**src/rtl/vga_layer_pipe.sv**
```systemverilog
// Layer compositor -> palette -> checkerboard dither -> blanking, with syncs delayed to match.
// Optional macro VGA_TKEY_EN: all-ones layer index is transparent (colour key).
module vga_layer_pipe #(
    parameter int       LAYERS    = 8,
    parameter int       CW        = 5,
    parameter int       BPC       = 1,
    parameter int       PHASE_BIT = 1,
    parameter logic     SYNC_RST  = 1'b1
) (
    input  logic                  clk,
    input  logic                  rst,
    input  logic                  pix_en,
    input  logic [9:0]            cnt_x,
    input  logic [8:0]            cnt_y,
    input  logic                  hsync_in,
    input  logic                  vsync_in,
    input  logic                  de_in,
    input  logic                  splash,
    input  logic [LAYERS-1:0]     layer_hit,
    input  logic [LAYERS*CW-1:0]  layer_col,
    input  logic [CW-1:0]         bg_col,
    input  logic                  pal_we,
    input  logic [CW-1:0]         pal_addr,
    input  logic [6*BPC-1:0]      pal_wdata,
    output logic [BPC-1:0]        r,
    output logic [BPC-1:0]        g,
    output logic [BPC-1:0]        b,
    output logic                  hsync,
    output logic                  vsync,
    output logic                  frame_phase
);

    logic [6*BPC-1:0]   pal_mem [2**CW];

    logic [LAYERS-1:0]  opaque;
    logic [CW-1:0]      sel_idx;
    logic [CW-1:0]      s1_idx_q;
    logic               s1_x0_q, s1_y0_q, s2_x0_q, s2_y0_q;
    logic [2:0]         de_q, hs_q, vs_q;
    logic [6*BPC-1:0]   s2_col_q;
    logic [3*BPC-1:0]   s3_rgb_q, dith_d;
    logic               dith_k;
    logic [PHASE_BIT:0] fcnt_q, fcnt_d;

    always_comb begin
        opaque = layer_hit;
`ifdef VGA_TKEY_EN
        for (int i = 0; i < LAYERS; i++)
            if (layer_col[i*CW +: CW] == {CW{1'b1}}) opaque[i] = 1'b0;
`endif
    end

    // Scan from the lowest priority upward so layer 0 overwrites last and wins.
    always_comb begin
        sel_idx = bg_col;
        for (int i = LAYERS-1; i >= 0; i--)
            if (opaque[i]) sel_idx = layer_col[i*CW +: CW];
    end

    always_comb begin
        dith_k = s2_x0_q ^ s2_y0_q ^ ~frame_phase;
        if (dith_k)
            dith_d = {s2_col_q[6*BPC-1 -: BPC], s2_col_q[4*BPC-1 -: BPC], s2_col_q[2*BPC-1 -: BPC]};
        else
            dith_d = {s2_col_q[5*BPC-1 -: BPC], s2_col_q[3*BPC-1 -: BPC], s2_col_q[BPC-1:0]};
    end

    always_comb begin
        fcnt_d = fcnt_q;
        if (cnt_x == 10'd0 && cnt_y == 9'd0) fcnt_d = fcnt_q + (PHASE_BIT+1)'(1);
    end

    // Palette has no reset; a read and write to the same entry returns the old word.
    always_ff @(posedge clk) begin
        if (pal_we) pal_mem[pal_addr] <= pal_wdata;
    end

    always_ff @(posedge clk) begin
        if (!rst) begin
            s1_idx_q    <= '0;
            s1_x0_q     <= 1'b0;
            s1_y0_q     <= 1'b0;
            s2_x0_q     <= 1'b0;
            s2_y0_q     <= 1'b0;
            de_q        <= '0;
            hs_q        <= {3{SYNC_RST}};
            vs_q        <= {3{SYNC_RST}};
            s2_col_q    <= '0;
            s3_rgb_q    <= '0;
            r           <= '0;
            g           <= '0;
            b           <= '0;
            hsync       <= SYNC_RST;
            vsync       <= SYNC_RST;
            fcnt_q      <= '0;
            frame_phase <= 1'b0;
        end else if (pix_en) begin
            s1_idx_q    <= sel_idx;
            s1_x0_q     <= cnt_x[0];
            s1_y0_q     <= cnt_y[0];
            s2_x0_q     <= s1_x0_q;
            s2_y0_q     <= s1_y0_q;
            de_q        <= {de_q[1:0], de_in & splash};
            hs_q        <= {hs_q[1:0], hsync_in};
            vs_q        <= {vs_q[1:0], vsync_in};
            s2_col_q    <= pal_mem[s1_idx_q];
            s3_rgb_q    <= dith_d;
            r           <= de_q[2] ? s3_rgb_q[3*BPC-1 -: BPC] : '0;
            g           <= de_q[2] ? s3_rgb_q[2*BPC-1 -: BPC] : '0;
            b           <= de_q[2] ? s3_rgb_q[BPC-1:0]       : '0;
            hsync       <= hs_q[2];
            vsync       <= vs_q[2];
            fcnt_q      <= fcnt_d;
            frame_phase <= fcnt_d[PHASE_BIT];
        end
    end

endmodule
```
**config.mk**
```make
export PLATFORM = sky130hd
export DESIGN_NAME = vga_layer_pipe
export DESIGN_NICKNAME = d
export VERILOG_FILES = /design/src/rtl/vga_layer_pipe.sv
export SDC_FILE = /design/constraint.sdc
export NUM_CORES = 1
export LEC_CHECK = 0
export ABC_AREA = 1
export BUFFER_PORTS_ARGS = -buffer_cell sky130_fd_sc_hd__buf_2
export CAP_MARGIN = 5
export CORE_MARGIN = 5
export CORE_UTILIZATION = 35
export CTS_CLUSTER_DIAMETER = 200
export DETAILED_ROUTE_END_ITERATION = 10
export GPL_TIMING_DRIVEN = 1
export PLACE_DENSITY = 0.56
export SKIP_LAST_GASP = 1
export SLEW_MARGIN = 5
export SYNTH_ARGS = -nofsm -noshare
export SYNTH_HDL_FRONTEND = slang
export SYNTH_SLANG_ARGS = --single-unit
```
**constraint.sdc**
```tcl
create_clock -name clk -period 2.23 [get_ports clk]
set_input_delay 0 -clock clk [delete_from_list [all_inputs] [get_ports clk]]
set_output_delay 0 -clock clk [all_outputs]
set_load 0.005 [all_outputs]
```
==> results of run 1 <==
-- synthesized netlist by cell type (2+ instances only) --
| library cell | n | area share, % |
|---|---|---|
| nand2_1 | 185 | 7.2 |
| nor2_1 | 144 | 5.6 |
| inv_1 | 39 | 1.5 |
| buf_4 | 8 | 0.63 |
| nand3_1 | 53 | 2.8 |
| buf_1 | 6 | 0.24 |
| dfxtp_1 | 34 | 7.1 |
| edfxtp_1 | 192 | 60 |
| o211ai_1 | 3 | 0.24 |
| clkbuf_2 | 4 | 0.21 |
| clkbuf_1 | 12 | 0.47 |
| or2_2 | 6 | 0.39 |
| o21ai_0 | 91 | 4.8 |
| xor2_1 | 2 | 0.18 |
| a21oi_1 | 30 | 1.6 |
| inv_2 | 2 | 0.078 |
| nor4_1 | 3 | 0.20 |
| o21ai_1 | 18 | 0.94 |
| buf_6 | 6 | 0.71 |
| a21oi_2 | 6 | 0.55 |
| buf_2 | 14 | 0.73 |
| o22ai_1 | 48 | 3.1 |
-- worst min-delay path by stage --
stage,startpoint,to,slack (ns),cells after the start
CTS,pix_en,hs_q[1],0.007,5
detailed placement,vsync_in,vs_q[0],0.23,3
finish,pix_en,vsync,0.02,5
global route,pix_en,vsync,0.05,5
global placement,vsync_in,vs_q[0],0.23,3
floorplan,pal_wdata[0],pal_mem[0][0],0.1,0
-- through the flow --
step / power (mW) / setup WS [ns]
after floorplan: 5.29 / 0.880
after global placement: 5.61 / 0.411
after detailed placement: 5.61 / 0.432
after CTS: 9.72 / 0.178
after global routing: 10.0 / 0.0225
final: 9.63 / 0.123
-- routing by layer --
metal | share of wire (%) | track usage (%) | vias to the layer above
met5 | 0 | 0 | -
met4 | 2.0 | 3.38 | 0
met3 | 7.4 | 2.93 | 39
met2 | 44 | 24.7 | 266
met1 | 46 | 22.3 | 3315
li1 | - | - | 3456
-- cell families after synthesis --
kind of cell              count (synthesis)
and+or+nand+nor                         394
DFF                                     226
AOI/OAI and AO/OA                       197
buffers and inverters                    93
xor gates and xnor gates                  2
-- flip-flops by register name, summed over array words and instances (netlist names), 2 cells and up --
signal	count
pal_mem	192
s2_col_q	6
s1_idx_q	5
de_q	3
hs_q	3
s3_rgb_q	3
vs_q	3
fcnt_q	2
-- final cells by class --
type	count	area (um^2)
clock buffer	30	644
clock inverter	16	168
fill	2568	15300
inverter	42	163
multi-input combinational	593	2680
sequential	226	6450
tap	341	427
timing repair buffer	159	1070
-- worst max-delay path, stage by stage --
cell           delay (ns)
dlygate4sd3_1        0.55
buf_2                0.13
nor4_2               0.25
dlygate4sd3_1        0.59
nand4_1              0.07
dlygate4sd3_1        0.61
nor2_1               0.16
nand2_1              0.07
nand2_1              0.05
nor2_1               0.04
-- power groups by stage --
stage          sequential [mW]  clock, mW  combinational [mW]
2_1_floorplan             4.77          0               0.515
3_3_place_gp              4.79          0               0.813
3_5_place_dp              4.79          0               0.813
4_1_cts                   4.70       4.15               0.864
5_1_grt                   4.71       4.33               0.971
6_report                  4.70       4.06               0.863
-- what timing repair did --
action	CTS	global route
endpoints found under the setup margin	0	2
setup buffers	0	0
gates resized for setup	0	1
hold buffers	33	0
hold endpoints to repair	32	0
==> results.py, run 1 <==
metrics = {
    "outcome": {
        "status": "finished clean",
    },
    "critical_path": {
        "crit_type": "input pin to register",
        "worstSetupStartpointType": "input pin",
        "reg2reg_from": "s1_idx_q[1]",
        "crit_arrival_ns": 2.52,
        "endpoint": "fcnt_q[1]",
        "startpoint": "cnt_x[9]",
        "endpoint_kind": "register",
        "r2r_slack_ns": 0.40,
        "worstReg2RegEnd": "s2_col_q[0]",
        "crit_path_max_fanout": 3,
        "r2r_cells": 11,
        "cp.required_ns": 2.64,
    },
    "pwr": {
        "switching_share_pct": 23.2,
        "combPwrFrac_pct": 9.0,
        "pwr-share-seq_pct": 48.9,
        "p_leak_nw": 4.41,
        "p_int_mw": 7.40,
        "clkPwrFrac_pct": 42.2,
        "vdd_drop_max_mv": 0.613,
        "power_density_nw_per_um2": 830,
        "p_switching_mw": 2.23,
    },
    "synthesis": {
        "synth-adder-area-share_pct": 0,
        "synth_edf_count": 192,
        "yosys_most_used_dff": "edfxtp_1",
        "synth-xor-area-share_pct": 0.183,
        "yosysSeqAreaShare_pct": 67.3,
        "synth_top_family_by_area": "simple AND/OR/NAND/NOR gates",
        "avgSynthCellArea_um2": 10.5,
        "synth_fp_nets": 1003,
        "syn_area_um2": 9580,
        "synth-async-reset-ratio_pct": 0,
        "synth_mux_area_share_pct": 0,
        "synth_cell_types": 28,
        "synth_simple_gate_area_share_pct": 16.4,
        "synth-seq-cells": 226,
        "yosysWarnings": 0,
        "synth_cells": 912,
        "synth_compound_area_share_pct": 11.3,
    },
    "floorplan": {
        "start_util_pct": 35.6,
        "die_y_um": 175,
        "io_pins": 97,
        "dieArea_um2": 30800,
        "num_rows": 60,
        "fp.dieW_um": 175,
        "core-area_um2": 27000,
    },
    "sta": {
        "clock_skew_ns": 0.0179,
        "period_minus_slack_ns": 2.11,
        "fmax_ghz": 0.475,
        "tightest_slew_ns": 0.808,
        "relSlewSlack_pct": 46.0,
        "final_max_slew_viol_count": 0,
        "post-route-period-util_pct": 94.5,
        "finalSetupViolations": 0,
        "hold-worst-slack_ns": 0.0190,
        "fin_setup_tns_ns": 0,
        "grt_setup_unrepaired": "no",
        "hold_violations": 0,
    },
    "cells_and_area": {
        "final_cells": 1407,
        "final_common_cell": "edfxtp_1",
        "drive_gt1_share_pct": 16.9,
        "fin_util_pct": 43.0,
        "final_cell_mix": "edfxtp_1 (192), nand2_1 (185), nor2_1 (144)",
        "areaGrowthSynthToFinish_pct": 21.1,
        "antenna_cells": 0,
        "fin_area_um2": 11600,
        "nets": 1138,
    },
    "clocking": {
        "clk_latency_ns": 0.53,
        "cts-root-buf": "clkbuf_16",
        "cts_made_buffers": 25,
        "cts_tree": "yes",
        "cts_num_sinks": 226,
        "htree_levels": 1,
        "clk_pin_slew_worst_paths_ns": 0.06,
        "clk_path_buf_depth": 3,
    },
    "route": {
        "wirelength_mm": 24.5,
        "drtAntennaViolNets": 0,
        "vias_per_cell": 5.03,
        "vias": 7076,
        "drc": 0,
        "dr.pass1.iters": 5,
        "drt_iter0_drc": 537,
        "wl_per_cell_um": 17.4,
    },
    "global_routing": {
        "grt_use_total_pct": 15.5,
        "grt_pass1_vias": 6957,
        "antenna_found_initial": 0,
        "grt_pass1_wl_mm": 38.1,
        "grt_overflow": 0,
        "grt_max_degree": 98,
    },
    "job": {
        "drv_cap": 0,
    },
    "placement": {
        "placed_area_um2": 10500,
        "io_buffer_count": 96,
        "gp_congestion": 0.806,
        "place_hpwl_mm": 15.2,
        "dp_cells": 1328,
    },
    "worst_hold_path": {
        "min_path_type": "input pin to register",
    },
}
No activity file was read; power rests on OpenSTA's default activity.
==> inputs of run 2 (changes only) <==
--- a/config.mk
+++ b/config.mk
@@ -6,14 +6,15 @@
 export NUM_CORES = 1
 export LEC_CHECK = 0
 export ABC_AREA = 1
+export ABC_CLOCK_PERIOD_IN_PS = 2230
 export BUFFER_PORTS_ARGS = -buffer_cell sky130_fd_sc_hd__buf_2
 export CAP_MARGIN = 5
 export CORE_MARGIN = 5
 export CORE_UTILIZATION = 35
-export CTS_CLUSTER_DIAMETER = 200
 export DETAILED_ROUTE_END_ITERATION = 10
 export GPL_TIMING_DRIVEN = 1
 export PLACE_DENSITY = 0.56
+export SETUP_SLACK_MARGIN = 0.2
 export SKIP_LAST_GASP = 1
 export SLEW_MARGIN = 5
 export SYNTH_ARGS = -nofsm -noshare
==> run 2 against run 1 <==
  * Critical path depth is 1 higher
  * Clock skew hardly changed
  * Clock-buffer cell count stayed put
  * Clock power hardly changed
  * Non-clock buffer count is 6 higher
  * Worst setup slack better by 0.28 ns
  * Via count is 0.17% lower
  * Die area stayed put
  * Critical endpoint is now s2_col_q[0]
  * Largest cell class unchanged
==> results.py, run 2 (synthesis gave the netlist of run 1 again) <==
metrics = {
    "cells_and_area": {
        "drive_gt1_share_pct": 17.0,
        "areaGrowthSynthToFinish_pct": 21.8,
        "antenna_cells": 0,
        "largest-register": "pal_mem",
        "largest_reg_flops": 192,
        "nets": 1144,
        "final_cell_mix": "edfxtp_1 (192), nand2_1 (185), nor2_1 (143)",
        "top_regs": "pal_mem: 192 flops, s2_col_q: 6 flops, s1_idx_q: 5 flops",
        "final_common_cell": "edfxtp_1",
    },
    "floorplan": {
        "num_rows": 60,
        "start_util_pct": 35.6,
        "core-area_um2": 27000,
        "io_pins": 97,
        "dieArea_um2": 30800,
        "fp.dieW_um": 175,
        "die_y_um": 175,
    },
    "clocking": {
        "cts_tree": "yes",
        "cts_made_buffers": 25,
        "postCtsSetupBuffers": 0,
        "clk_path_buf_depth": 3,
        "clk_pin_slew_worst_paths_ns": 0.06,
        "clk_latency_ns": 0.53,
        "cts-root-buf": "clkbuf_16",
        "htree_levels": 1,
        "cts_num_sinks": 226,
    },
    "sta": {
        "final_max_slew_viol_count": 0,
        "fmax_ghz": 0.548,
        "post-route-period-util_pct": 81.8,
        "fin_setup_tns_ns": 0,
        "finalSetupViolations": 0,
        "clock_skew_ns": 0.0181,
        "relSlewSlack_pct": 46.6,
        "hold_violations": 0,
        "period_minus_slack_ns": 1.82,
        "grt_setup_unrepaired": "no",
        "tightest_slew_ns": 0.800,
    },
    "route": {
        "wl_per_cell_um": 17.5,
        "vias": 7064,
        "drc": 0,
        "drtAntennaViolNets": 0,
        "wirelength_mm": 24.7,
        "drt_iter0_drc": 520,
        "vias_per_cell": 5.00,
        "dr.pass1.iters": 5,
    },
    "job": {
        "drv_cap": 0,
    },
    "critical_path": {
        "crit_type": "register to register",
        "cp.required_ns": 2.69,
        "endpoint_kind": "register",
        "worstSetupStartpointType": "register",
        "crit_arrival_ns": 2.29,
        "crit_path_max_fanout": 15,
    },
    "global_routing": {
        "grt_overflow": 0,
        "grt_busiest_layer": "met2",
        "gr-usage-met3_pct": 2.84,
        "grt_max_degree": 98,
        "grt_use_total_pct": 15.6,
        "met2_usage_pct": 25.0,
        "grt_pass1_wl_mm": 38.4,
        "grt_use_met1_pct": 22.4,
        "grt_pass1_vias": 7014,
        "antenna_found_initial": 0,
    },
    "pwr": {
        "power_density_nw_per_um2": 826,
        "p_leak_nw": 4.44,
        "finalPower_mw": 9.64,
        "vdd_drop_max_mv": 0.613,
    },
    "placement": {
        "place_hpwl_mm": 15.2,
        "io_buffer_count": 96,
        "gp_congestion": 0.806,
    },
    "worst_hold_path": {
        "min_path_type": "input pin to register",
    },
    "outcome": {
        "status": "finished clean",
    },
}
## run 2: worst paths after layout
check	start	to	slack (ns)	depth (start not counted)
max	s1_idx_q[1]	s2_col_q[0]	0.41	11
min	cnt_x[8]	fcnt_q[1]	0.007	7
max reg2reg	s1_idx_q[1]	s2_col_q[0]	0.41	11
min reg2reg	vs_q[2]	vs_q[2]	0.46	2
## run 2: repair_timing
item | in CTS | in global routing
hold endpoints to repair | 32 | 0
hold buffers | 41 | 0
endpoints found under the setup margin | 0 | 2
gates resized for setup | 0 | 4
## run 2: stage by stage
stage	util (%)	std cells	setup slack, ns	hold slack [ns]	instance area, um^2
CTS	43.3	1415	0.220	0.00655	11700
detailed placement	38.8	1328	0.432	0.229	10500
finish	43.3	1413	0.406	0.00695	11700
floorplan	-	912	0.880	0.0989	9580
global placement	38.8	1328	0.411	0.230	10500
global route	43.3	1413	0.245	0.0383	11700
## run 2: critical path: stages, from the launching register on
cell and delay, ns:
dfxtp_1 0.33, inv_2 0.26, buf_4 0.27, buf_4 0.17, o21ai_0 0.08, o22ai_1 0.15, nand2_1 0.07, nand2_1 0.12
nand2_1 0.06, nand3_1 0.10, nand2_1 0.08, a21oi_2 0.10
## run 2: final cells by class
type,count,area (um^2)
clock buffers,30,644
clock inverters,16,168
fillers,2556,15300
inverters,42,163
multi-input cells,593,2690
flip-flops and latches,226,6450
well taps,341,427
repair buffers,165,1130
## run 2: power breakdown
group          internal (mW)  switching [mW]
Clock                   2.42            1.64
Sequential              4.66          0.0414
Combinational          0.324           0.548
Total                   7.41            2.23
## run 2: routing by layer
layer,routed length [um],up-vias
met5,0,-
met4,471,0
met3,1720,37
met2,11000,246
met1,11500,3317
li1,-,3464
